[src/rtl/mem_port_arbiter_if.sv]
// Fetch/data request ports and RAM port shared by the LEGv8 memory arbiter.
interface mem_port_arbiter_if #(
    parameter int unsigned ADDR_W = 64,
    parameter int unsigned DATA_W = 64
);
    logic              if_req;
    logic [ADDR_W-1:0] if_addr;
    logic [31:0]       if_rdata;
    logic              if_ack;

    logic              d_req;
    logic              d_we;
    logic [ADDR_W-1:0] d_addr;
    logic [DATA_W-1:0] d_wdata;
    logic [DATA_W-1:0] d_rdata;
    logic              d_ack;

    logic              mem_en;
    logic              mem_we;
    logic [ADDR_W-1:0] mem_addr;
    logic [DATA_W-1:0] mem_wdata;
    logic [DATA_W-1:0] mem_rdata;

    logic              stall;

    // Arbiter view.
    modport slave (
        input  if_req, if_addr, d_req, d_we, d_addr, d_wdata, mem_rdata,
        output if_rdata, if_ack, d_rdata, d_ack,
        output mem_en, mem_we, mem_addr, mem_wdata, stall
    );

    // Core + RAM view.
    modport master (
        output if_req, if_addr, d_req, d_we, d_addr, d_wdata, mem_rdata,
        input  if_rdata, if_ack, d_rdata, d_ack,
        input  mem_en, mem_we, mem_addr, mem_wdata, stall
    );
endinterface

[src/rtl/mem_port_arbiter.sv]
// Single-port RAM arbiter between instruction fetch and LDUR/STUR data path.
// One access at a time: IDLE -> ACCESS -> WAIT (WAIT_STATES cycles) -> RESP.
module mem_port_arbiter #(
    parameter int unsigned ADDR_W         = 64,
    parameter int unsigned DATA_W         = 64,
    parameter int unsigned WAIT_STATES    = 1,
    parameter int unsigned MAX_DATA_BURST = 4
) (
    input  logic                clock,
    input  logic                reset,
    mem_port_arbiter_if.slave   bus
);

    localparam int unsigned CNT_W    = 4;
    localparam int unsigned STREAK_W = 4;
    localparam logic [CNT_W-1:0]    WAIT_LD    = CNT_W'(WAIT_STATES);
    localparam logic [STREAK_W-1:0] STREAK_MAX = STREAK_W'(MAX_DATA_BURST);

    typedef enum logic [1:0] {
        ST_IDLE   = 2'd0,
        ST_ACCESS = 2'd1,
        ST_WAIT   = 2'd2,
        ST_RESP   = 2'd3
    } state_e;

    state_e              state_q, state_d;
    logic [CNT_W-1:0]    cnt_q, cnt_d;
    logic [STREAK_W-1:0] streak_q, streak_d;
    logic                data_q, data_d;        // 1 = data port granted
    logic                we_q, we_d;
    logic [ADDR_W-1:0]   addr_q, addr_d;
    logic [DATA_W-1:0]   wdata_q, wdata_d;
    logic                mask_if_q, mask_d_q;
    logic                mem_en_q, mem_we_q;
    logic                if_ack_q, d_ack_q;
    logic [31:0]         if_rdata_q;
    logic [DATA_W-1:0]   d_rdata_q;

    logic sample_c;
    logic stall_c;
    logic pick_data_c;
    logic pick_fetch_c;

    // Raw winner by burst rule; a masked winner simply waits one IDLE cycle.
    assign pick_data_c  = bus.d_req && (!bus.if_req || (streak_q < STREAK_MAX));
    assign pick_fetch_c = bus.if_req && !pick_data_c;

    // Next-state, grant latching and read-data sample strobe.
    always_comb begin
        state_d  = state_q;
        cnt_d    = cnt_q;
        streak_d = streak_q;
        data_d   = data_q;
        we_d     = we_q;
        addr_d   = addr_q;
        wdata_d  = wdata_q;
        sample_c = 1'b0;
        stall_c  = 1'b0;
        case (state_q)
            ST_IDLE: begin
                stall_c = (bus.if_req && !mask_if_q) || (bus.d_req && !mask_d_q);
                if (pick_data_c && !mask_d_q) begin
                    state_d  = ST_ACCESS;
                    data_d   = 1'b1;
                    we_d     = bus.d_we;
                    addr_d   = bus.d_addr;
                    wdata_d  = bus.d_wdata;
                    streak_d = (streak_q == STREAK_MAX) ? streak_q
                                                        : streak_q + STREAK_W'(1);
                end else if (pick_fetch_c && !mask_if_q) begin
                    state_d  = ST_ACCESS;
                    data_d   = 1'b0;
                    we_d     = 1'b0;
                    addr_d   = bus.if_addr;
                    streak_d = '0;
                end
            end
            ST_ACCESS: begin
                stall_c = 1'b1;
                if (WAIT_STATES == 0) begin
                    sample_c = 1'b1;
                    state_d  = ST_RESP;
                end else begin
                    cnt_d   = WAIT_LD;
                    state_d = ST_WAIT;
                end
            end
            ST_WAIT: begin
                stall_c = 1'b1;
                cnt_d   = cnt_q - CNT_W'(1);
                if (cnt_q <= CNT_W'(1)) begin
                    sample_c = 1'b1;
                    state_d  = ST_RESP;
                end
            end
            ST_RESP: begin
                state_d = ST_IDLE;
            end
            default: begin
                state_d = ST_IDLE;
            end
        endcase
    end

    // State, latched request and registered outputs; reset aborts any access.
    always_ff @(posedge clock or negedge reset) begin
        if (!reset) begin
            state_q    <= ST_IDLE;
            cnt_q      <= '0;
            streak_q   <= '0;
            data_q     <= 1'b0;
            we_q       <= 1'b0;
            addr_q     <= '0;
            wdata_q    <= '0;
            mask_if_q  <= 1'b0;
            mask_d_q   <= 1'b0;
            mem_en_q   <= 1'b0;
            mem_we_q   <= 1'b0;
            if_ack_q   <= 1'b0;
            d_ack_q    <= 1'b0;
            if_rdata_q <= '0;
            d_rdata_q  <= '0;
        end else begin
            state_q   <= state_d;
            cnt_q     <= cnt_d;
            streak_q  <= streak_d;
            data_q    <= data_d;
            we_q      <= we_d;
            addr_q    <= addr_d;
            wdata_q   <= wdata_d;
            mask_if_q <= (state_q == ST_RESP) && !data_q;
            mask_d_q  <= (state_q == ST_RESP) && data_q;
            mem_en_q  <= (state_d == ST_ACCESS);
            mem_we_q  <= (state_d == ST_ACCESS) && data_d && we_d;
            if_ack_q  <= sample_c && !data_q;
            d_ack_q   <= sample_c && data_q;
            if (sample_c && !data_q) begin
                if_rdata_q <= bus.mem_rdata[31:0];
            end
            if (sample_c && data_q && !we_q) begin
                d_rdata_q <= bus.mem_rdata;
            end
        end
    end

    // Stall is combinational in IDLE so the core holds in the request cycle.
    assign bus.stall     = stall_c && reset;
    assign bus.mem_en    = mem_en_q;
    assign bus.mem_we    = mem_we_q;
    assign bus.mem_addr  = addr_q;
    assign bus.mem_wdata = wdata_q;
    assign bus.if_ack    = if_ack_q;
    assign bus.d_ack     = d_ack_q;
    assign bus.if_rdata  = if_rdata_q;
    assign bus.d_rdata   = d_rdata_q;

endmodule

[src/flat_wrapper.sv]
// flat-port wrapper written by rule: the top's interface ports become plain ports
module mem_port_arbiter_flat 
#(
    parameter int unsigned ADDR_W         = 64,
    parameter int unsigned DATA_W         = 64,
    parameter int unsigned WAIT_STATES    = 1,
    parameter int unsigned MAX_DATA_BURST = 4
)
  (clock, reset, bus_if_req, bus_if_addr, bus_d_req, bus_d_we, bus_d_addr, bus_d_wdata, bus_mem_rdata, bus_if_rdata, bus_if_ack, bus_d_rdata, bus_d_ack, bus_mem_en, bus_mem_we, bus_mem_addr, bus_mem_wdata, bus_stall);
  mem_port_arbiter_if #(.ADDR_W(ADDR_W), .DATA_W(DATA_W)) bus_i ();
  input  logic clock;
  input  logic reset;
  input wire logic [$bits(bus_i.if_req)-1:0] bus_if_req;
  input wire logic [$bits(bus_i.if_addr)-1:0] bus_if_addr;
  input wire logic [$bits(bus_i.d_req)-1:0] bus_d_req;
  input wire logic [$bits(bus_i.d_we)-1:0] bus_d_we;
  input wire logic [$bits(bus_i.d_addr)-1:0] bus_d_addr;
  input wire logic [$bits(bus_i.d_wdata)-1:0] bus_d_wdata;
  input wire logic [$bits(bus_i.mem_rdata)-1:0] bus_mem_rdata;
  output wire logic [$bits(bus_i.if_rdata)-1:0] bus_if_rdata;
  output wire logic [$bits(bus_i.if_ack)-1:0] bus_if_ack;
  output wire logic [$bits(bus_i.d_rdata)-1:0] bus_d_rdata;
  output wire logic [$bits(bus_i.d_ack)-1:0] bus_d_ack;
  output wire logic [$bits(bus_i.mem_en)-1:0] bus_mem_en;
  output wire logic [$bits(bus_i.mem_we)-1:0] bus_mem_we;
  output wire logic [$bits(bus_i.mem_addr)-1:0] bus_mem_addr;
  output wire logic [$bits(bus_i.mem_wdata)-1:0] bus_mem_wdata;
  output wire logic [$bits(bus_i.stall)-1:0] bus_stall;
  assign bus_i.if_req = bus_if_req;
  assign bus_i.if_addr = bus_if_addr;
  assign bus_i.d_req = bus_d_req;
  assign bus_i.d_we = bus_d_we;
  assign bus_i.d_addr = bus_d_addr;
  assign bus_i.d_wdata = bus_d_wdata;
  assign bus_i.mem_rdata = bus_mem_rdata;
  assign bus_if_rdata = bus_i.if_rdata;
  assign bus_if_ack = bus_i.if_ack;
  assign bus_d_rdata = bus_i.d_rdata;
  assign bus_d_ack = bus_i.d_ack;
  assign bus_mem_en = bus_i.mem_en;
  assign bus_mem_we = bus_i.mem_we;
  assign bus_mem_addr = bus_i.mem_addr;
  assign bus_mem_wdata = bus_i.mem_wdata;
  assign bus_stall = bus_i.stall;
  mem_port_arbiter #(.ADDR_W(ADDR_W), .DATA_W(DATA_W), .WAIT_STATES(WAIT_STATES), .MAX_DATA_BURST(MAX_DATA_BURST)) u_core (.clock(clock), .reset(reset), .bus(bus_i));
endmodule
[config.mk]
export PLATFORM = sky130hd
export DESIGN_NAME = mem_port_arbiter_flat
export DESIGN_NICKNAME = d
export VERILOG_FILES = /design/src/rtl/mem_port_arbiter_if.sv /design/src/rtl/mem_port_arbiter.sv /design/src/flat_wrapper.sv
export SDC_FILE = /design/constraint.sdc
export NUM_CORES = 1
export LEC_CHECK = 0
export ABC_AREA = 1
export ABC_CLOCK_PERIOD_IN_PS = 2100
export CORE_AREA = 2 2 193 195
export CTS_CLUSTER_SIZE = 40
export DETAILED_ROUTE_END_ITERATION = 8
export DIE_AREA = 0 0 195 197
export PLACE_DENSITY = 0.62
export SLEW_MARGIN = 20
export SYNTH_ARGS = -nofsm -noshare
export SYNTH_HDL_FRONTEND = slang
export SYNTH_SLANG_ARGS = --single-unit
[constraint.sdc]
create_clock -name clock -period 2.1 [get_ports clock]
set_clock_uncertainty 0.05 [all_clocks]
set_input_delay 0.21 -clock clock [delete_from_list [all_inputs] [get_ports clock]]
set_output_delay 0.21 -clock clock [all_outputs]
set_load 0.01 [all_outputs]
Word level (Yosys, flattened, before mapping)
Index checks and enable logic that the tools add are counted.

Add/subtract/negate cells: 2. Order comparisons: 2. Equality and inequality tests: 6. Multiplexer cells: 19. Reductions and logical operators: 29.

Operators with widths (count): $mux W64 (2); $logic_and A1 B1 Y1 (14); $mux W4 (3); $mux W1 (8); $pmux W2 S4 (1); $pmux W4 S2 (1); $logic_not A1 Y1 (6); $mux W2 (3); $add A4 B1 Y4 const B (1); $eq A2 B1 Y1 const B (2); $eq A2 B2 Y1 const B (2); $eq A4 B3 Y1 const B (1); $le A4 B1 Y1 const B (1); $lt A4 B3 Y1 const B (1); $reduce_and A2 Y1 (2); $reduce_bool A2 Y1 (2); $sub A4 B1 Y4 const B (1); $reduce_and A3 Y1 (1); $logic_not A2 Y1 (1); $logic_or A1 B1 Y1 (2); $ne A2 B2 Y1 const B (1); $pmux W1 S2 (1); $reduce_or A2 Y1 (1).

Bits in registers: 242. Input bits: 261. Output and inout bits: 229. Word-level logic and storage cells: 73.

Logic depth before layout (Yosys ltp)
Gate-level depths: netlist (run 1).

Depth after elaboration: 12. Gate-level depth with buffers: 10. Mapped depth without buffers: 8.

Worst setup path before layout (run 1)
No wires, ideal clock.

Path type: flip-flop to flip-flop. Start: register u_core.state_q[0]. End: register u_core.d_rdata_q[26] (netlist: u_core.bus.d_rdata[26]). Setup time: 0.121 ns. Arrival: 1.455 ns. Required time: 1.929 ns. Path slack: 0.474 ns. Stages on the path, launching flop included: 10. Buffers on the path: 2. Period minus slack after synthesis: 1.626 ns. Path through: dfrtp_1 -> inv_1 -> ha_1 -> o211ai_2 -> nor2_4 -> nand2_2 -> buf_6 -> buf_6 -> nand2_1 -> o21ai_1.

Cells in the longest elaborated chain, start to end: 4.

RTL lines: from (decl) (line mem_port_arbiter.sv:26) `state_e state_q, state_d;`; from (signal assigned) (line mem_port_arbiter.sv:124) `state_q <= state_d;`; $eq A2 B2 Y1 (line mem_port_arbiter.sv:59) `case (state_q)`; $mux W1 (line mem_port_arbiter.sv:59); $logic_and A1 B1 Y1 (2 in series) (line mem_port_arbiter.sv:140) `if (sample_c && data_q && !we_q) begin`; to (signal assigned) (line mem_port_arbiter.sv:141) `d_rdata_q <= bus.mem_rdata;`; to (decl) (line mem_port_arbiter.sv:37) `logic [DATA_W-1:0] d_rdata_q;`.

Every way passes these cells. A chain may end at the register's enable or synchronous reset.

Worst setup path in the final report (run 1)
Start: register u_core.state_q[1]. End: output bus_stall.

Cells in the longest elaborated chain, start to end: 4. Elaborated cells between the ends (all ways): 6. Those cells by class: eq/ne (2); mux (1); reduce/logical (3).

RTL lines: $eq A2 B1 Y1 / $eq A2 B2 Y1 (equally long branches) (line mem_port_arbiter.sv:59); $reduce_or A2 Y1 (no source line); $pmux W1 S2 * (line mem_port_arbiter.sv:59); $logic_and A1 B1 Y1 * (line mem_port_arbiter.sv:147) `assign bus.stall = stall_c && reset;`; to (decl) (line flat_wrapper.sv:28) `output wire logic [$bits(bus_i.stall)-1:0] bus_stall;`.

Every way passes the cells marked *; elsewhere a longest branch is shown, timed or not.

==> results of run 1 <==
-- per-stage QoR --
| stage | cells | instance area (sq um) |
|---|---|---|
| floorplan | 1241 | 10300 |
| global placement | 2156 | 15800 |
| detailed placement | 2156 | 15800 |
| CTS | 2206 | 16700 |
| global route | 2208 | 16700 |
| finish | 2208 | 16700 |
-- logic make-up after synthesis --
kind of cell,Yosys count
simple gates,788
flops,242
buf+inv,126
compound gates,75
fa+ha+maj,8
xor+xnor,2
-- flip-flops by register name (all words and copies together), names as in the netlist --
signal	cells
u_core.we_q	1
u_core.mask_d_q	1
u_core.bus.if_rdata	32
u_core.cnt_q	4
u_core.mask_if_q	1
u_core.bus.d_ack	1
u_core.bus.mem_en	1
u_core.bus.d_rdata	64
u_core.bus.mem_addr	64
u_core.bus.if_ack	1
u_core.streak_q	4
u_core.bus.mem_we	1
u_core.data_q	1
u_core.bus.mem_wdata	64
u_core.state_q	2
-- critical path: stages, from the launching register on --
cell and delay (ns):
dfrtp_1 0.39, inv_1 0.06, ha_1 0.29, a21oi_1 0.05, nor3_1 0.12, buf_2 0.20
-- power by group through the flow --
stage	sequential (uW)	clock [uW]	combinational (uW)
finish	8130	4860	11400
global route	8410	5200	12600
CTS	8130	4990	11600
detailed placement	8170	0	11500
global placement	8110	0	11400
floorplan	9050	0	4260
-- routing by layer --
metal  global-route usage  part of all wire  vias up  wire (microns)
met5                    0                 0        -               0
met4               0.0492             0.019        0             658
met3               0.0479             0.087       42            2980
met2                0.298              0.48      385           16600
met1                0.216              0.41     4541           14100
li1                     -                 -     4799               -
-- cell usage in the layout (no fill, tap or decap), types with 3 or more instances in the layout --
cell             Yosys  layout
o21ai_1              8       8
dfrtp_1            242     242
clkbuf_16            0      28
nand2_1            662     659
a21oi_1              4       4
ha_1                 8       8
clkbuf_1            11       4
buf_12               0      11
clkinv_2             0       3
inv_1               51      51
o21ai_0             56      56
buf_4               14      19
o21ai_2              5       5
clkinvlp_4           0       3
clkdlybuf4s50_1      0     487
clkbuf_8             0       6
nand2_2              2       5
nor2_1              11      11
nand3_1            103     103
inv_2                3       3
-- worst min-delay path by stage --
| stage | from | endpoint | cells after the start |
|---|---|---|---|
| 2_1_floorplan | reset | u_core.bus.d_ack$_DFF_PN0_ | 0 |
| 3_3_place_gp | reset | u_core.bus.if_rdata[8]$_DFFE_PN0P_ | 1 |
| 3_5_place_dp | reset | u_core.bus.d_rdata[12]$_DFFE_PN0P_ | 1 |
| 4_1_cts | reset | u_core.bus.d_rdata[14]$_DFFE_PN0P_ | 2 |
| 5_1_grt | reset | u_core.bus.d_rdata[14]$_DFFE_PN0P_ | 2 |
| 6_report | reset | u_core.bus.d_rdata[12]$_DFFE_PN0P_ | 2 |
-- area by class of cell --
| cell class | instances | share of cell area |
|---|---|---|
| clock inverter | 10 | 0.00734 |
| tap | 468 | 0.0350 |
| antenna | 2 | 0.000299 |
| multi-input combinational | 873 | 0.219 |
| sequential | 242 | 0.362 |
| clock buffer | 38 | 0.0478 |
| inverter | 54 | 0.0121 |
| timing repair buffer | 521 | 0.316 |
-- what timing repair did --
item,4_1_cts,5_1_grt
cloned,0,0
resized for setup,4,2
endpoints found under the setup margin,1,5
endpoints found under the hold margin,242,0
buffers inserted,1,0
hold buffers,1,0
==> results.toml, run 1 <==
[power_and_ir_drop]
power_leakage_uw = 0.00822
pwr-share-seq = 0.333
ir_drop_mv = 0.532
p_sw_uw = 8840
power_density_nw_per_um2 = 1460
internal_power_uw = 15600
swShare = 0.362
pwr-share-clk = 0.199
total_power_uw = 24400
power_frac_comb = 0.468

[global_route]
grt_pass1_wl_microns = 53400
grt_max_degree = 130
grt-ovfl-total = 0
grt_pass1_vias = 9585
antenna_found_initial = 2
grt.total_usage = 0.174

[synthesis]
yosysTopAreaCellShare = 0.586
synthAdderAreaFrac = 0.00968
synth.largest_area_cell = "dfrtp_1"
syn_inst = 1241
synth_top_cells_by_count = "nand2_1 (662), dfrtp_1 (242), nand3_1 (103)"
syn_avg_cell_area_sq_um = 8.33
synth_area_leaders = "dfrtp_1 (59%), nand2_1 (24%), nand3_1 (5.0%), o21ai_0 (2.7%), inv_1 (1.9%)"
synthSimpleGateAreaFrac = 0.303
synthXorXnorAreaFrac = 0.00169
synth-edff-count = 0
yosysMostFrequentCell = "nand2_1"
syn_area_sq_um = 10300
synthArstFlopShare = 1.00
synth_cell_types = 27
yosysWarnings = 0
synthMuxAreaShare = 0
synth-seq-cells = 242
synth_compound_area_frac = 0.0390
ys.flop_type = "dfrtp_1"
synth_top_family_by_area = "simple AND/OR/NAND/NOR gates"
synth_seq_area_share = 0.586
syn-num-nets = 1510

[timing]
slew_headroom = 0.502
max_freq_mhz = 523
worst-slew-pin-transition_ns = 0.746
whs_ns = 0.0650
final_max_slew_viol_count = 0
min_period_over_period = 0.911
finalCriticalPeriod_ns = 1.91
layout_setup_ws_ns = 0.188
rsz0062_at_grt = "false"
fin_tns_setup_ns = 0
hold_viol = 0
finalSetupViolCount = 0

[placed_design]
portBuffers = 489
pre_cts_ws_ns = 0.0135
gp_congestion = 0.806
dp_hpwl_microns = 25300

[routing]
drc = 0
via_count = 9767
vias_per_cell = 4.42
routed_wl_microns = 34400
detail-route-antenna-nets = 0
dr.first_iter.drc_count = 484
wire_per_inst_microns = 15.6
dr.pass1.iters = 4

[setup_path]
cp-startpoint = "u_core.state_q[1]$_DFF_PN0_"
critPathArrivalTime_ns = 1.65
r2r_end = "u_core.bus.d_rdata[12]$_DFFE_PN0P_"
reg2reg_from = "u_core.cnt_q[0]$_DFFE_PN0N_"
rrSetupSlack_ns = 0.24
rr_worst_depth = 7
crit_required_ns = 1.84
path_class = "register to output pin"
crit_fanout = 4
cp-end-kind = "output pin"
cp-endpoint = "bus_stall"
critPathLaunchType = "register"

[clock_tree]
cts_tree = "done"
cts_max_path_buffers = 3
cts_sinks = 242
h-tree-depth = 1
cts.clk_slew.worst_paths_ns = 0.06
clock_latency_ns = 0.55
cts_buffers = 28
root_buffer = "clkbuf_16"

[job]
drv_cap = 0

[floorplan]
die_h_microns = 197
ioPinCount = 490
dieWidth_microns = 195
core_area_sq_um = 36300
num_rows = 70
die_area_sq_um = 38400
initial_core_util = 0.285

[cells_and_area]
nFillCells = 3548
multi_input_area_sq_um = 3660
area_growth_pct = 61.6
fin_util = 0.461
drive_gt1_frac = 0.0547
nets = 1989
register_area_sq_um = 6060

[min_path]
hp-class = "input pin to async pin"

[outcome]
status = "finished, final reports clean"
No activity file was read; power rests on OpenSTA's default activity.
==> run 2, diff against run 1 <==
ABC_CLOCK_PERIOD_IN_PS = not set   (was 2100)
==> results of run 2 <==
Same layout as run 1: the final DEF is identical, and so are final timing and power.
==> run 3, diff against run 2 <==
ABC_AREA = not set   (was 1)
CORE_AREA = 2 2 191 193   (was 2 2 193 195)
CTS_BUF_LIST = sky130_fd_sc_hd__clkbuf_4   (was not set)
DIE_AREA = 0 0 193 195   (was 0 0 195 197)
==> results.toml, run 3 <==
[power_and_ir_drop]
swShare = 0.328
power_leakage_uw = 0.00756
p_sw_uw = 8280
power_density_nw_per_um2 = 1450
internal_power_uw = 17000
pwr-share-seq = 0.327
ir_drop_mv = 0.833
pwr-share-clk = 0.168
power_frac_comb = 0.505

[placed_design]
gp_congestion = 0.778
portBuffers = 489
dp_hpwl_microns = 22200
placedCellCount = 1661
pre_cts_ws_ns = -0.196

[global_route]
grt_pass1_vias = 8575
grt_max_degree = 132
grt-ovfl-total = 0
grt.total_usage = 0.165
antenna_found_initial = 1
grt_pass1_wl_microns = 47600

[setup_path]
crit_required_ns = 2.62
critPathArrivalTime_ns = 2.74
critPathLaunchType = "register"
path_class = "register to register"
rrSetupSlack_ns = -0.12
cp-end-kind = "register"
crit_fanout = 5

[floorplan]
core_area_sq_um = 35400
initial_core_util = 0.276
die_area_sq_um = 37600
num_rows = 69
dieWidth_microns = 193
die_h_microns = 195
ioPinCount = 490

[synthesis]
ys.flop_type = "dfrtp_1"
synth.largest_area_cell = "dfrtp_1"
syn_inst = 707
synth_seq_area_share = 0.621
yosysWarnings = 0
yosysTopAreaCellShare = 0.621
synth_area_leaders = "dfrtp_1 (62%), mux2_2 (18%), mux2i_1 (6.7%), o21ai_0 (3.0%), nand2_1 (2.6%)"
syn_area_sq_um = 9750
synth_top_cells_by_count = "dfrtp_1 (242), mux2_2 (156), nand2_1 (67)"
syn_avg_cell_area_sq_um = 13.8
synth-edff-count = 0
synth-seq-cells = 242
synthArstFlopShare = 1.00
yosysMostFrequentCell = "dfrtp_1"
syn-num-nets = 976
synth_cell_types = 38

[clock_tree]
cts_sinks = 242
h-tree-depth = 3
cts_tree = "done"
cts.clk_slew.worst_paths_ns = 0.07
root_buffer = "clkbuf_4"
clock_latency_ns = 0.68
cts_max_path_buffers = 3
cts_buffers = 71

[cells_and_area]
layout_common_cells = "clkdlybuf4s50_1 (487), dfrtp_1 (242), mux2_2 (141)"
area_growth_pct = 78.8
nFillCells = 3167
drive_gt1_frac = 0.240
nets = 1632
instances_no_fill = 1865
final_common_cell = "clkdlybuf4s50_1"

[routing]
vias_per_cell = 4.36
dr.first_iter.drc_count = 203
routed_wl_microns = 31800
detail-route-antenna-nets = 0
drc = 0
wire_per_inst_microns = 17.1
dr.pass1.iters = 4
via_count = 8140

[timing]
min_period_over_period = 1.06
worst-slew-pin-transition_ns = 0.774
rsz0062_at_grt = "true"
finalCriticalPeriod_ns = 2.22
hold_viol = 0
finalSetupViolCount = 91
layout_setup_ws_ns = -0.121
final_max_slew_viol_count = 0
max_freq_mhz = 450
slew_headroom = 0.484

[outcome]
violations = "negative setup slack"
status = "complete, but fails checks"

[job]
drv_cap = 0

[min_path]
hp-class = "input pin to register"
## run 3: cell count changes in the layout (fill, tap and decap cells not counted), moves of 18 or more
cell           before  now
clkbuf_16          28    1
clkbuf_4            0  100
dlygate4sd3_1       1   79
inv_1              51    8
mux2_2              0  141
mux2_4              0   18
mux2i_1             0   65
nand2_1           659   67
nand3_1           103    4
## run 3: power groups by stage
stage	Combinational (uW)	Sequential, uW	Clock [uW]
finish	12800	8260	4240
global route	13700	8570	4740
CTS	12700	8270	4480
detailed placement	12100	8300	0
global placement	11900	8230	0
floorplan	4260	9250	0
## run 3: per-layer routing
layer / track usage / wire length [microns] / up-vias
met4: 0.0617 / 886 / 0
met3: 0.0649 / 2950 / 66
li1: - / - / 3837
met2: 0.275 / 15600 / 342
met1: 0.189 / 12400 / 3895
met5: 0 / 0 / -
## run 3: layout make-up
class                      count  area (sq um)  share of cell area
antenna                        2          5.00            0.000287
clock buffer                 100           751              0.0431
clock inverter                12          72.6             0.00416
inverter                      12          47.5             0.00273
multi-input combinational    414          3590               0.206
sequential                   242          6060               0.347
tap                          461           577              0.0331
timing repair buffer         622          6330               0.363
## run 3: cell families after synthesis
kind of cell	share of synthesized area
adder cells (fa/ha/maj)	0.0103
flip-flops	0.621
buffers and inverters	0.0254
multiplexers	0.251
AO/OA/AOI/OAI	0.0477
AND/OR/NAND/NOR	0.0443
## run 3: worst paths after layout
path | to | from | cells past startpoint
worst max-delay path | u_core.bus.d_rdata[38]$_DFFE_PN0P_ | u_core.state_q[1]$_DFF_PN0_ | 9
worst min-delay path | u_core.bus.d_rdata[61]$_DFFE_PN0P_ | bus_mem_rdata[61] | 2
worst max register to register | u_core.bus.d_rdata[38]$_DFFE_PN0P_ | u_core.state_q[1]$_DFF_PN0_ | 9
worst min register to register | u_core.bus.mem_addr[9]$_DFFE_PN0P_ | u_core.bus.mem_addr[9]$_DFFE_PN0P_ | 2
max in group asynchronous | u_core.bus.d_rdata[5]$_DFFE_PN0P_ | reset | 3
min in group asynchronous | u_core.bus.mem_addr[2]$_DFFE_PN0P_ | reset | 3
## run 3: repair_timing
item                                    CTS  global route
endpoints found under the hold margin   319             0
endpoints found under the setup margin   97            97
hold buffers                             79             0
gates resized for setup                  30            18
gates cloned                              3             1
setup buffers                             6             2
pin swaps                                 1             2
## run 3: metrics by stage
stage          area [sq um]  total power [uW]  hold slack (ns)   util  setup TNS, ns
2_1_floorplan          9760             13500           -0.136      -         -14.80
3_3_place_gp          15500             20200            0.305  0.438         -10.03
3_5_place_dp          15500             20400            0.323  0.438         -11.78
4_1_cts               17300             25500          0.00163  0.489         -12.60
5_1_grt               17400             27000           0.0144  0.493         -16.73
6_report              17400             25300            0.113  0.493          -6.83
## run 3: worst max-delay path, stage by stage (launching register included)
cell,delay [ns]
dfrtp_1,0.39
buf_6,0.12
ha_4,0.12
inv_2,0.03
or4_4,0.50
nor3_4,0.17
buf_6,0.18
buf_6,0.12
buf_16,0.11
mux2_2,0.32
